**src/rtl/edge_seq_pkg.sv**
```systemverilog
// Shared types and constants for the edge-processing chain sequencer.
package edge_seq_pkg;
  localparam int NUM_STAGES = 4;

  localparam int SOBEL    = 0;
  localparam int ERODE    = 1;
  localparam int ONE_EDGE = 2;
  localparam int COLOR    = 3;

  localparam int ADDR_W = 19;
  localparam int DATA_W = 3;

  typedef enum logic [2:0] {
    S_IDLE,
    S_RUN,
    S_GAP,
    S_DONE,
    S_ERR
  } seq_state_e;
endpackage

```
**src/rtl/edge_port_mux.sv**
```systemverilog
// Edge BRAM ownership mux: forwards the selected stage's port signals when enabled,
// otherwise drives an idle (all-zero, no-write) port.
module edge_port_mux #(
  parameter int N     = 4,
  parameter int IDX_W = 2
) (
  input  logic                             i_en,
  input  logic [IDX_W-1:0]                 i_sel,
  input  logic [N*edge_seq_pkg::ADDR_W-1:0] i_addr,
  input  logic [N*edge_seq_pkg::ADDR_W-1:0] i_addrb,
  input  logic [N*edge_seq_pkg::DATA_W-1:0] i_din,
  input  logic [N-1:0]                     i_we,
  output logic [edge_seq_pkg::ADDR_W-1:0]  o_addr,
  output logic [edge_seq_pkg::ADDR_W-1:0]  o_addrb,
  output logic [edge_seq_pkg::DATA_W-1:0]  o_din,
  output logic                             o_we
);
  import edge_seq_pkg::*;

  always_comb begin
    o_addr  = '0;
    o_addrb = '0;
    o_din   = '0;
    o_we    = 1'b0;
    if (i_en) begin
      o_addr  = i_addr[i_sel*ADDR_W +: ADDR_W];
      o_addrb = i_addrb[i_sel*ADDR_W +: ADDR_W];
      o_din   = i_din[i_sel*DATA_W +: DATA_W];
      o_we    = i_we[i_sel];
    end
  end
endmodule

```
**src/rtl/edge_stage_sequencer.sv**
```systemverilog
// Runs the sobel -> pixel_width -> one_edge -> color_contour chain in order, one dead
// cycle between stages, with a per-stage watchdog and abort/restart without reset.
module edge_stage_sequencer #(
  parameter int NUM_STAGES     = edge_seq_pkg::NUM_STAGES,
  parameter int TIMEOUT_CYCLES = 2_000_000,
  parameter int TO_W           = 21,
  localparam int IDX_W         = (NUM_STAGES > 1) ? $clog2(NUM_STAGES) : 1
) (
  input  logic                                      clk,
  input  logic                                      reset,
  input  logic                                      start,
  input  logic                                      abort,
  output logic [NUM_STAGES-1:0]                     stage_start,
  input  logic [NUM_STAGES-1:0]                     stage_done,
  input  logic [NUM_STAGES*edge_seq_pkg::ADDR_W-1:0] st_addr,
  input  logic [NUM_STAGES*edge_seq_pkg::ADDR_W-1:0] st_addrb,
  input  logic [NUM_STAGES*edge_seq_pkg::DATA_W-1:0] st_din,
  input  logic [NUM_STAGES-1:0]                     st_we,
  output logic [edge_seq_pkg::ADDR_W-1:0]           edge_bram_addr,
  output logic [edge_seq_pkg::ADDR_W-1:0]           edge_bram_addrb,
  output logic [edge_seq_pkg::DATA_W-1:0]           edge_bram_din,
  output logic                                      edge_bram_we,
  output logic [IDX_W-1:0]                          active_stage,
  output logic                                      busy,
  output logic                                      done,
  output logic                                      error
);
  import edge_seq_pkg::*;

  localparam logic [NUM_STAGES-1:0] START0 = NUM_STAGES'(1);

  seq_state_e             r_state;
  logic [IDX_W-1:0]       r_idx;
  logic [NUM_STAGES-1:0]  r_stage_start;
  logic                   r_done;
  logic                   r_error;
  logic [TO_W-1:0]        r_wd;

  logic w_done_hit;
  logic w_last;
  logic w_timeout;

  // A done seen while the stage's own start pulse is still out is stale; skip it.
  assign w_done_hit = stage_done[r_idx] && !r_stage_start[r_idx];
  assign w_last     = (r_idx == IDX_W'(NUM_STAGES-1));
  assign w_timeout  = (r_wd == TO_W'(TIMEOUT_CYCLES-1));

  always_ff @(posedge clk or posedge reset) begin
    if (reset) begin
      r_state       <= S_IDLE;
      r_idx         <= '0;
      r_stage_start <= '0;
      r_done        <= 1'b0;
      r_error       <= 1'b0;
      r_wd          <= '0;
    end else begin
      r_stage_start <= '0;
      if (abort) begin
        r_state <= S_IDLE;
        r_idx   <= '0;
        r_done  <= 1'b0;
        r_error <= 1'b0;
        r_wd    <= '0;
      end else begin
        case (r_state)
          S_IDLE, S_DONE, S_ERR: begin
            if (start) begin
              r_state       <= S_RUN;
              r_idx         <= IDX_W'(SOBEL);
              r_stage_start <= START0;
              r_done        <= 1'b0;
              r_error       <= 1'b0;
              r_wd          <= '0;
            end
          end
          S_RUN: begin
            if (w_done_hit) begin
              if (w_last) begin
                r_state <= S_DONE;
                r_done  <= 1'b1;
              end else begin
                r_state <= S_GAP;
              end
            end else if (w_timeout) begin
              r_state <= S_ERR;
              r_error <= 1'b1;
            end else begin
              r_wd <= r_wd + 1'b1;
            end
          end
          S_GAP: begin
            r_state       <= S_RUN;
            r_idx         <= r_idx + 1'b1;
            r_stage_start <= START0 << (r_idx + 1'b1);
            r_wd          <= '0;
          end
          default: r_state <= S_IDLE;
        endcase
      end
    end
  end

  assign stage_start  = r_stage_start;
  assign done         = r_done;
  assign error        = r_error;
  assign active_stage = r_idx;
  assign busy         = (r_state == S_RUN) || (r_state == S_GAP);

  // Driven only from registered state, so an async reset drops we without an edge.
  edge_port_mux #(
    .N     (NUM_STAGES),
    .IDX_W (IDX_W)
  ) u_mux (
    .i_en    (r_state == S_RUN),
    .i_sel   (r_idx),
    .i_addr  (st_addr),
    .i_addrb (st_addrb),
    .i_din   (st_din),
    .i_we    (st_we),
    .o_addr  (edge_bram_addr),
    .o_addrb (edge_bram_addrb),
    .o_din   (edge_bram_din),
    .o_we    (edge_bram_we)
  );
endmodule

```
**config.mk**
```make
export PLATFORM = sky130hd
export DESIGN_NAME = edge_stage_sequencer
export DESIGN_NICKNAME = d
export VERILOG_FILES = /design/src/rtl/edge_seq_pkg.sv /design/src/rtl/edge_port_mux.sv /design/src/rtl/edge_stage_sequencer.sv
export SDC_FILE = /design/constraint.sdc
export NUM_CORES = 1
export LEC_CHECK = 0
export ABC_CLOCK_PERIOD_IN_PS = 2200
export BUFFER_PORTS_ARGS = -buffer_cell sky130_fd_sc_hd__buf_2
export CORE_MARGIN = 4
export CORE_UTILIZATION = 37
export CTS_CLUSTER_DIAMETER = 200
export DETAILED_ROUTE_END_ITERATION = 7
export PLACE_DENSITY = 0.81
export SYNTH_ARGS = -nofsm -noshare
export SYNTH_HDL_FRONTEND = slang
export SYNTH_SLANG_ARGS = --single-unit
```
**constraint.sdc**
```tcl
create_clock -name clk -period 2.2 [get_ports clk]
set_input_delay 0.11 -clock clk [delete_from_list [all_inputs] [get_ports clk]]
set_output_delay 0.11 -clock clk [all_outputs]
set_load 0.02 [all_outputs]
```
# ---- Word-level counts from Yosys, hierarchy flattened
# Cells that the tools add are included.
dict set report op_classes {
  multipliers 2
  muxes 36
  n_bitwise 0
  n_shift 4
  add_sub_neg 2
  order_cmp 1
  reduce_logical 13
  n_eq_ne 13
  div_mod_pow 0
}
# op count
set op_table {}
lappend op_table {{$shiftx 76x8->19} 2}
lappend op_table {{$mux 21} 4}
lappend op_table {{$pmux 21 s3} 1}
lappend op_table {{$mux 19} 2}
lappend op_table {{$add 21x1->21 const B} 1}
lappend op_table {{$eq 21x21->1 const B} 1}
lappend op_table {{$ne 3x3->1 const B} 6}
lappend op_table {{$mux 3} 5}
lappend op_table {{$mux 1} 13}
lappend op_table {{$reduce_and 4->1} 3}
lappend op_table {{$shiftx 12x5->3} 1}
lappend op_table {{$pmux 3 s3} 1}
lappend op_table {{$pmux 4 s2} 1}
lappend op_table {{$mul 2x5->7 const B} 1}
lappend op_table {{$bmux 1 s2} 3}
lappend op_table {{$eq 3x2->1 const B} 2}
lappend op_table {{$reduce_bool 3->1} 2}
lappend op_table {{$mul 2x2->4 const B} 1}
lappend op_table {{$mux 2} 2}
lappend op_table {{$mux 4} 1}
lappend op_table {{$ne 4x4->1 const B} 1}
lappend op_table {{$pmux 1 s2} 2}
lappend op_table {{$pmux 2 s2} 1}
lappend op_table {{$reduce_and 2->1} 2}
lappend op_table {{other kinds (12)} 12}
dict set report totals {
  memories 0
  ram_bits 0
  ff_bits 32
  output_inout_bits 51
  elab_cells 77
  latchBits 0
  inputBits 176
  mem_bits_ro 0
}

# ---- Logic depth before layout (Yosys ltp)
# Gate-level depths: netlist of the first run.
dict set report logic_depth {
  word_depth 7
  depth_mapped 10
  mapped_depth_nobuf 7
}

# ---- Cells and area by module
# Synthesis of the first run repeated with hierarchy kept, for this count alone.
dict set report hier_totals {
  hier_cells 354
  hier_area_um2 3284.4
}
# mod n_inst seq_area_each_um2 cells_each area_each_um2
set modules_own_cells {}
lappend modules_own_cells {edge_stage_sequencer 1 800.8 207 1974.4}
lappend modules_own_cells {edge_port_mux 1 0.0 147 1310.0}

# ---- Worst setup path before layout of the first run
# Ideal clock, no wire load.
dict set report synth_path {
  path_type {flip-flop to flip-flop}
  startpoint {reg r_idx[0] (netlist: active_stage[0])}
  endpoint {reg r_wd[16]}
  path_stages_with_launch 9
  setup_ns 0.126
  synth_period_minus_slack_ns 2.049
  arrival_time_ns 1.923
  t_required_ns 2.074
  path_slack_ns 0.151
  path_buffers 2
  cell_sequence {dfrtp_1 buf_2 nor4b_1 nor4_4 and2_1 buf_2 and2_1 o21ai_1 o31ai_1}
}
dict set report synth_via {
  elab_chain_len 6
  elab_cells_between_ends 8
  cone_classes {eq/ne: 1; mux: 4; reduce/logical: 3}
}
# element line_no
set synth_rtl {}
lappend synth_rtl {{start, declared} edge_stage_sequencer.sv:33} ;# logic [IDX_W-1:0] r_idx;
lappend synth_rtl {{start signal, assigned} edge_stage_sequencer.sv:69} ;# r_idx <= IDX_W'(SOBEL);
lappend synth_rtl {{start signal, assigned} edge_stage_sequencer.sv:93} ;# r_idx <= r_idx + 1'b1;
lappend synth_rtl {{$bmux 1 s2} edge_stage_sequencer.sv:44} ;# assign w_done_hit = stage_done[r_idx] && !r_stage_start[r_idx];
lappend synth_rtl {{$mux 1 (not written as such)} edge_stage_sequencer.sv:44}
lappend synth_rtl {{$logic_not 1->1} edge_stage_sequencer.sv:44}
lappend synth_rtl {{$logic_and 1x1->1 (*)} edge_stage_sequencer.sv:44}
lappend synth_rtl {{$ne 3x3->1 (no line) (*)} -}
lappend synth_rtl {{$reduce_and 4->1 (no line) (*)} -}
lappend synth_rtl {{end signal, assigned} edge_stage_sequencer.sv:88} ;# r_wd <= r_wd + 1'b1;
lappend synth_rtl {{end, declared} edge_stage_sequencer.sv:37} ;# logic [TO_W-1:0] r_wd;
# Mark *: on every way between the ends. The rest lies on a longest branch, timed or not. The select of a mux whose other input is x is not followed.
# A chain may end at the register's enable or synchronous reset.

# ---- Final worst setup path of the first run
dict set report layout_path {
  startpoint {reg r_idx[0] (netlist: active_stage[0])}
  endpoint {out edge_bram_addr[8] in the netlist's numbering}
}
dict set report layout_via {
  elab_chain_len 3
}
# element line_no
set layout_rtl {}
lappend layout_rtl {{$mul 2x5->7} edge_port_mux.sv:26} ;# o_addr = i_addr[i_sel*ADDR_W +: ADDR_W];
lappend layout_rtl {{$shiftx 76x8->19} edge_port_mux.sv:26}
lappend layout_rtl {{$mux 19} edge_port_mux.sv:25} ;# if (i_en) begin
lappend layout_rtl {{end, declared} edge_stage_sequencer.sv:19} ;# output logic [edge_seq_pkg::ADDR_W-1:0] edge_bram_addr,
# Every way passes these cells.

==> metrics.cfg, run 1 <==
[routing]
first_pass_iters=4
final_antenna_net_count=0
drtIter0Drc=240
vias=3627
drc=0
vias_per_cell=5.61
wirelength_mm=12.7
wl_per_cell_um=19.7

[worst_setup_path]
worst-path-buf-inv=2
crit_path_end_kind=output pin
cpPeakStageDelay_ns=0.57
path_cells=buf_16 -> mux4_2 -> nor2b_1 -> buf_2
cp.arrival_ns=2.01
critPathSlowestCell=mux4_2
worstSetupPathType=reg -> out
cp_top_family=multiplexers
crit_fanout=46
critPathLaunchType=register
crit_required_ns=2.09

[layout]
seq_area_um2=805
multiInputGateArea_um2=2280
areaGrowthSynthToFinish_pct=42.6
post-route-util=0.550
instances_no_fill=646
fillers=748
drive_gt1_frac=0.553
n_antenna_cell=0
nets=721

[place]
pre_cts_ws_ns=0.114
place_inst=637
numPortBuffers=226
place.gp.congestion=0.937
dp_hpwl_mm=10.6

[min_path]
hp-class=in -> reg

[outcome]
status=finished, final reports clean

[floorplan]
die_w_um=101
die_h_um=101
core_um2=8340
io_pins=227
start_util=0.386
die_area_um2=10300
rows=33

[timing]
rsz0062_at_grt=yes
skew_ns=0.00239
post-route-period-util=0.963
finalSetupViolCount=0
setup_ws_ns=0.0824
min_period_ns=2.12
final-hold-violation-count=0
slew_viol_final=0
relSlewSlack=0.609
fmax_mhz=472
tightest_slew_ns=0.587

[pwr]
powerDensity_nw_per_um2=429
ir_drop_uv=286
p_leak_nw=2.20

[cts]
clock_latency_ns=0.29
cts_buffers=5
cts_tree=yes
cts_max_level=2
clockRootBuffer=clkbuf_8
path_clk_slew_ns=0.06
clockBufferDepth=2
cts.sinks=32

[yosys]
syn-num-nets=499
synth_edf_count=0
yosys.area.top_type=mux4_2
ys_top_cells_by_area=mux4_2 (29%), dfrtp_1 (25%), nor2b_1 (8.4%)
synthFlopType=dfrtp_1
synthArstFlopShare=1.00
ys_seq_elements=32
syn_area_um2=3220
yosysSeqAreaShare=0.249
yosysWarnings=0
synth_cell_types=53
synth.top_cell.area_share=0.294
syn_avg_cell_area_um2=10.1
synthCells=318

[global_routing]
grt_overflow=0
grt_pass1_vias=3556
grt_pass1_wl_mm=18.6
antenna_found_initial=1
grt_max_degree=47
grt_usage=0.231

[job]
drv_cap=0

cell type report:
type | instances | share of cell area
multi-input cells | 256 | 0.496
well taps | 105 | 0.0286
flip-flops and latches | 32 | 0.175
clock buffers | 8 | 0.0218
repair buffers | 238 | 0.272
inverters | 7 | 0.00573
metrics by stage:
step | setup TNS [ns] | area [um2] | power [W] | hold slack (ns)
floorplan | 0 | 3220 | 0.00113 | 0.226
global placement | 0 | 4460 | 0.00145 | 0.209
detailed placement | 0 | 4460 | 0.00147 | 0.209
CTS | 0 | 4570 | 0.00197 | 0.215
global route | -0.0300 | 4590 | 0.00207 | 0.254
finish | 0 | 4590 | 0.00197 | 0.226
sequential cells by signal, indices dropped and copies added, names as in the netlist:
register      flops
active_stage      2
done              1
error             1
r_state           3
r_wd             21
stage_start       4
final timing paths:
check                                start                 to  slack, ns  cells after the start
hold / removal                       abort    active_stage[1]       0.23                      2
setup reg to reg           active_stage[0]           r_wd[16]       0.19                      7
max in group asynchronous            reset            r_wd[7]       1.42                      4
setup / recovery           active_stage[0]  edge_bram_addr[8]       0.08                      4
hold reg to reg                    r_wd[6]            r_wd[6]       0.50                      1
min in group asynchronous            reset     stage_start[1]       0.47                      4
cells by family after synthesis:
group / share of synthesized area
AND/OR/NAND/NOR: 0.272
AO/OA/AOI/OAI: 0.114
multiplexers: 0.294
flip-flops: 0.249
buffers and inverters: 0.0459
adder cells (fa/ha/maj): 0.0194
XOR/XNOR: 0.00544
repair_timing:
action                                 4_1_cts  5_1_grt
endpoints found under the hold margin       32        0
setup endpoints to repair                    0       10
hold buffers                                 1        0
resized for setup                            0        5
setup buffers                                0        0
metal layers:
layer	GRT usage	vias to the layer above	wire length, um
li1	-	1655	-
met3	0.0627	22	1310
met2	0.384	203	6300
met1	0.301	1745	4920
met4	0.0583	2	197
met5	0	-	13
where the power goes:
part,leakage (nW),switching (W),internal (W)
sequential,0.439,0.0000117,0.000602
combinational,1.71,0.000470,0.000383
clock,0.0515,0.000215,0.000285
total,2.20,0.000697,0.00127
synthesized netlist by cell type (all sizes together) (2+ instances only):
cell type,number
a32oi,2
or3,4
buf,12
and3,4
or2,2
inv,7
nor2b,43
a22o,2
nor4b,2
o21ai,16
o31ai,4
or4,2
a21oi,12
clkbuf,11
nor2,21
a31oi,8
nand2b,2
nand3,14
and2,7
nor3,4
ha,5
dfrtp,32
nor4,2
mux4,42
a21o,2
nor4bb,3
nand2,31
nand4,6
o41ai,2
layout by cell type, fill, tap and decap left out, types with 5 or more instances in the layout:
cell	netlist	final
dfrtp_1	32	29
o21ai_1	10	10
inv_1	7	7
nor2_1	20	20
o21ai_0	6	6
and2_1	7	7
buf_4	1	12
a31oi_1	8	8
mux4_2	42	42
ha_1	5	5
nor2b_1	43	43
buf_2	7	224
nand2_1	30	30
a21oi_1	12	12
nand3_1	12	12
clkbuf_8	0	7
nand4_1	5	5
(Power assumes the default switching activity.)
==> inputs of run 2 (changes only) <==
--- a/config.mk
+++ b/config.mk
@@ -7,11 +7,13 @@
 export LEC_CHECK = 0
 export ABC_CLOCK_PERIOD_IN_PS = 2200
 export BUFFER_PORTS_ARGS = -buffer_cell sky130_fd_sc_hd__buf_2
+export CAP_MARGIN = 10
 export CORE_MARGIN = 4
 export CORE_UTILIZATION = 37
 export CTS_CLUSTER_DIAMETER = 200
 export DETAILED_ROUTE_END_ITERATION = 7
-export PLACE_DENSITY = 0.81
+export HOLD_SLACK_MARGIN = 0.03
+export PLACE_DENSITY = 0.75
 export SYNTH_ARGS = -nofsm -noshare
 export SYNTH_HDL_FRONTEND = slang
 export SYNTH_SLANG_ARGS = --single-unit
==> run 2 against run 1 <==
Effect of this change:
- sequential share of layout area down 0.19 points
- register-to-register slack lost 0.06 ns
- largest power group unchanged
- clock-buffer cell count did not move
- via count rose by 0.41%
- setup slack improved by 0.012 ns
- combinational power grew 2%
- utilization is 0.51 points higher
- die area unchanged
- sequential power hardly changed
- non-clock buffer count up 4
==> metrics.cfg, run 2 (synthesis gave the netlist of run 1 again) <==
[worst_setup_path]
crit_required_ns=2.09
cp_top_family=multiplexers
rr_startpoint=active_stage[0]
worst-path-buf-inv=2
crit_fanout=45
critPathSlowestCell=mux4_2
path_cells=buf_16 -> mux4_2 -> nor2b_1 -> buf_4
rr_worst_depth=6
cp.arrival_ns=2.00
cpPeakStageDelay_ns=0.55
startpoint=active_stage[0]
r2r_setup_slack_ns=0.13
timing.rr.end=r_wd[19]
critPathLaunchType=register
critical_path_depth=4
worstSetupPathType=reg -> out
critPathCapture=edge_bram_addr[15]
crit_path_end_kind=output pin

[place]
placed_area_um2=4490
numPortBuffers=226
dp_hpwl_mm=10.6
place.gp.congestion=0.910

[pwr]
p_leak_nw=2.22
p_int_w=0.00128
p_seq_frac=0.309
switching_share=0.355
clkPwrFrac=0.252
ir_drop_uv=287
pwr-share-comb=0.438
powerDensity_nw_per_um2=428
switching_power_w=0.000704

[timing]
fmax_mhz=475
relSlewSlack=0.626
post-route-period-util=0.957
min_period_ns=2.11
tightest_slew_ns=0.561
slew_viol_final=0
final-hold-violation-count=0
skew_ns=0.0135
rsz0062_at_grt=yes
finalSetupViolCount=0

[floorplan]
die_w_um=101
start_util=0.386
die_area_um2=10300
core_um2=8340
rows=33
io_pins=227
die_h_um=101

[layout]
drive_gt1_frac=0.556
nets=725
areaGrowthSynthToFinish_pct=43.9
final_common_cell=buf_2
fillers=735
regMostFlops=r_wd
design_area_um2=4630
multiInputGateArea_um2=2280
post-route-util=0.555
final_cell_mix=buf_2 (222), nor2b_1 (43), mux4_2 (42)
largest_reg_flops=21
seq_area_um2=803

[routing]
wl_per_cell_um=19.5
final_antenna_net_count=0
vias_per_cell=5.59
drtIter0Drc=209
vias=3642
wirelength_mm=12.7
drc=0
first_pass_iters=4

[cts]
clockRootBuffer=clkbuf_8
cts_tree=yes
cts.sinks=32
cts_max_level=2
clock_latency_ns=0.30
clockBufferDepth=2
post_cts_buffers=0
cts_buffers=5
path_clk_slew_ns=0.07

[global_routing]
grt_pass1_wl_mm=18.7
grt_pass1_vias=3468
grt_max_degree=46
grt_overflow=0
grt_usage=0.234
antenna_found_initial=1

[job]
drv_cap=0

[min_path]
hp-class=in -> reg

[outcome]
status=finished, final reports clean

## run 2: power by group through the flow
stage / combinational, W / sequential, W / clock [W]
floorplan: 0.000510 / 0.000624 / 0
global placement: 0.000843 / 0.000624 / 0
detailed placement: 0.000860 / 0.000624 / 0
CTS: 0.000862 / 0.000614 / 0.000512
global route: 0.000938 / 0.000616 / 0.000544
finish: 0.000869 / 0.000614 / 0.000501
## run 2: stage by stage
stage / TNS [ns] / hold slack (ns) / cells / power [W] / setup slack (ns)
2_1_floorplan: 0 / 0.226 / 318 / 0.00113 / 0.151
4_1_cts: 0 / 0.165 / 650 / 0.00199 / 0.0643
3_5_place_dp: 0 / 0.214 / 641 / 0.00148 / 0.120
6_report: 0 / 0.167 / 651 / 0.00198 / 0.0940
5_1_grt: -0.0141 / 0.186 / 651 / 0.00210 / -0.00600
3_3_place_gp: 0 / 0.214 / 641 / 0.00147 / 0.186
## run 2: what timing repair did
item,in CTS,in global routing
gates resized for setup,0,8
hold endpoints to repair,32,0
hold buffers,1,0
endpoints found under the setup margin,0,24
## run 2: layout make-up
type,count,area share
inverters,7,0.00567
repair buffers,242,0.277
well taps,105,0.0284
clock buffers,8,0.0216
flip-flops and latches,32,0.173
multi-input cells,256,0.493
diodes,1,0.000540
## run 2: how the worst min path moves through the flow
| stage | from | endpoint | slack (ns) | depth (start not counted) |
|---|---|---|---|---|
| 2_1_floorplan | reset | active_stage[0] | 0.23 | 1 |
| 3_3_place_gp | reset | stage_start[2] | 0.21 | 3 |
| 3_5_place_dp | reset | stage_start[3] | 0.21 | 3 |
| 4_1_cts | abort | active_stage[1] | 0.17 | 2 |
| 5_1_grt | abort | active_stage[1] | 0.19 | 2 |
| 6_report | abort | active_stage[1] | 0.17 | 2 |
## run 2: per-layer routing
metal | wire, um | global-route usage
met5 | 0 | 0
met4 | 192 | 0.0511
met3 | 1250 | 0.0585
met2 | 6270 | 0.388
met1 | 4960 | 0.310
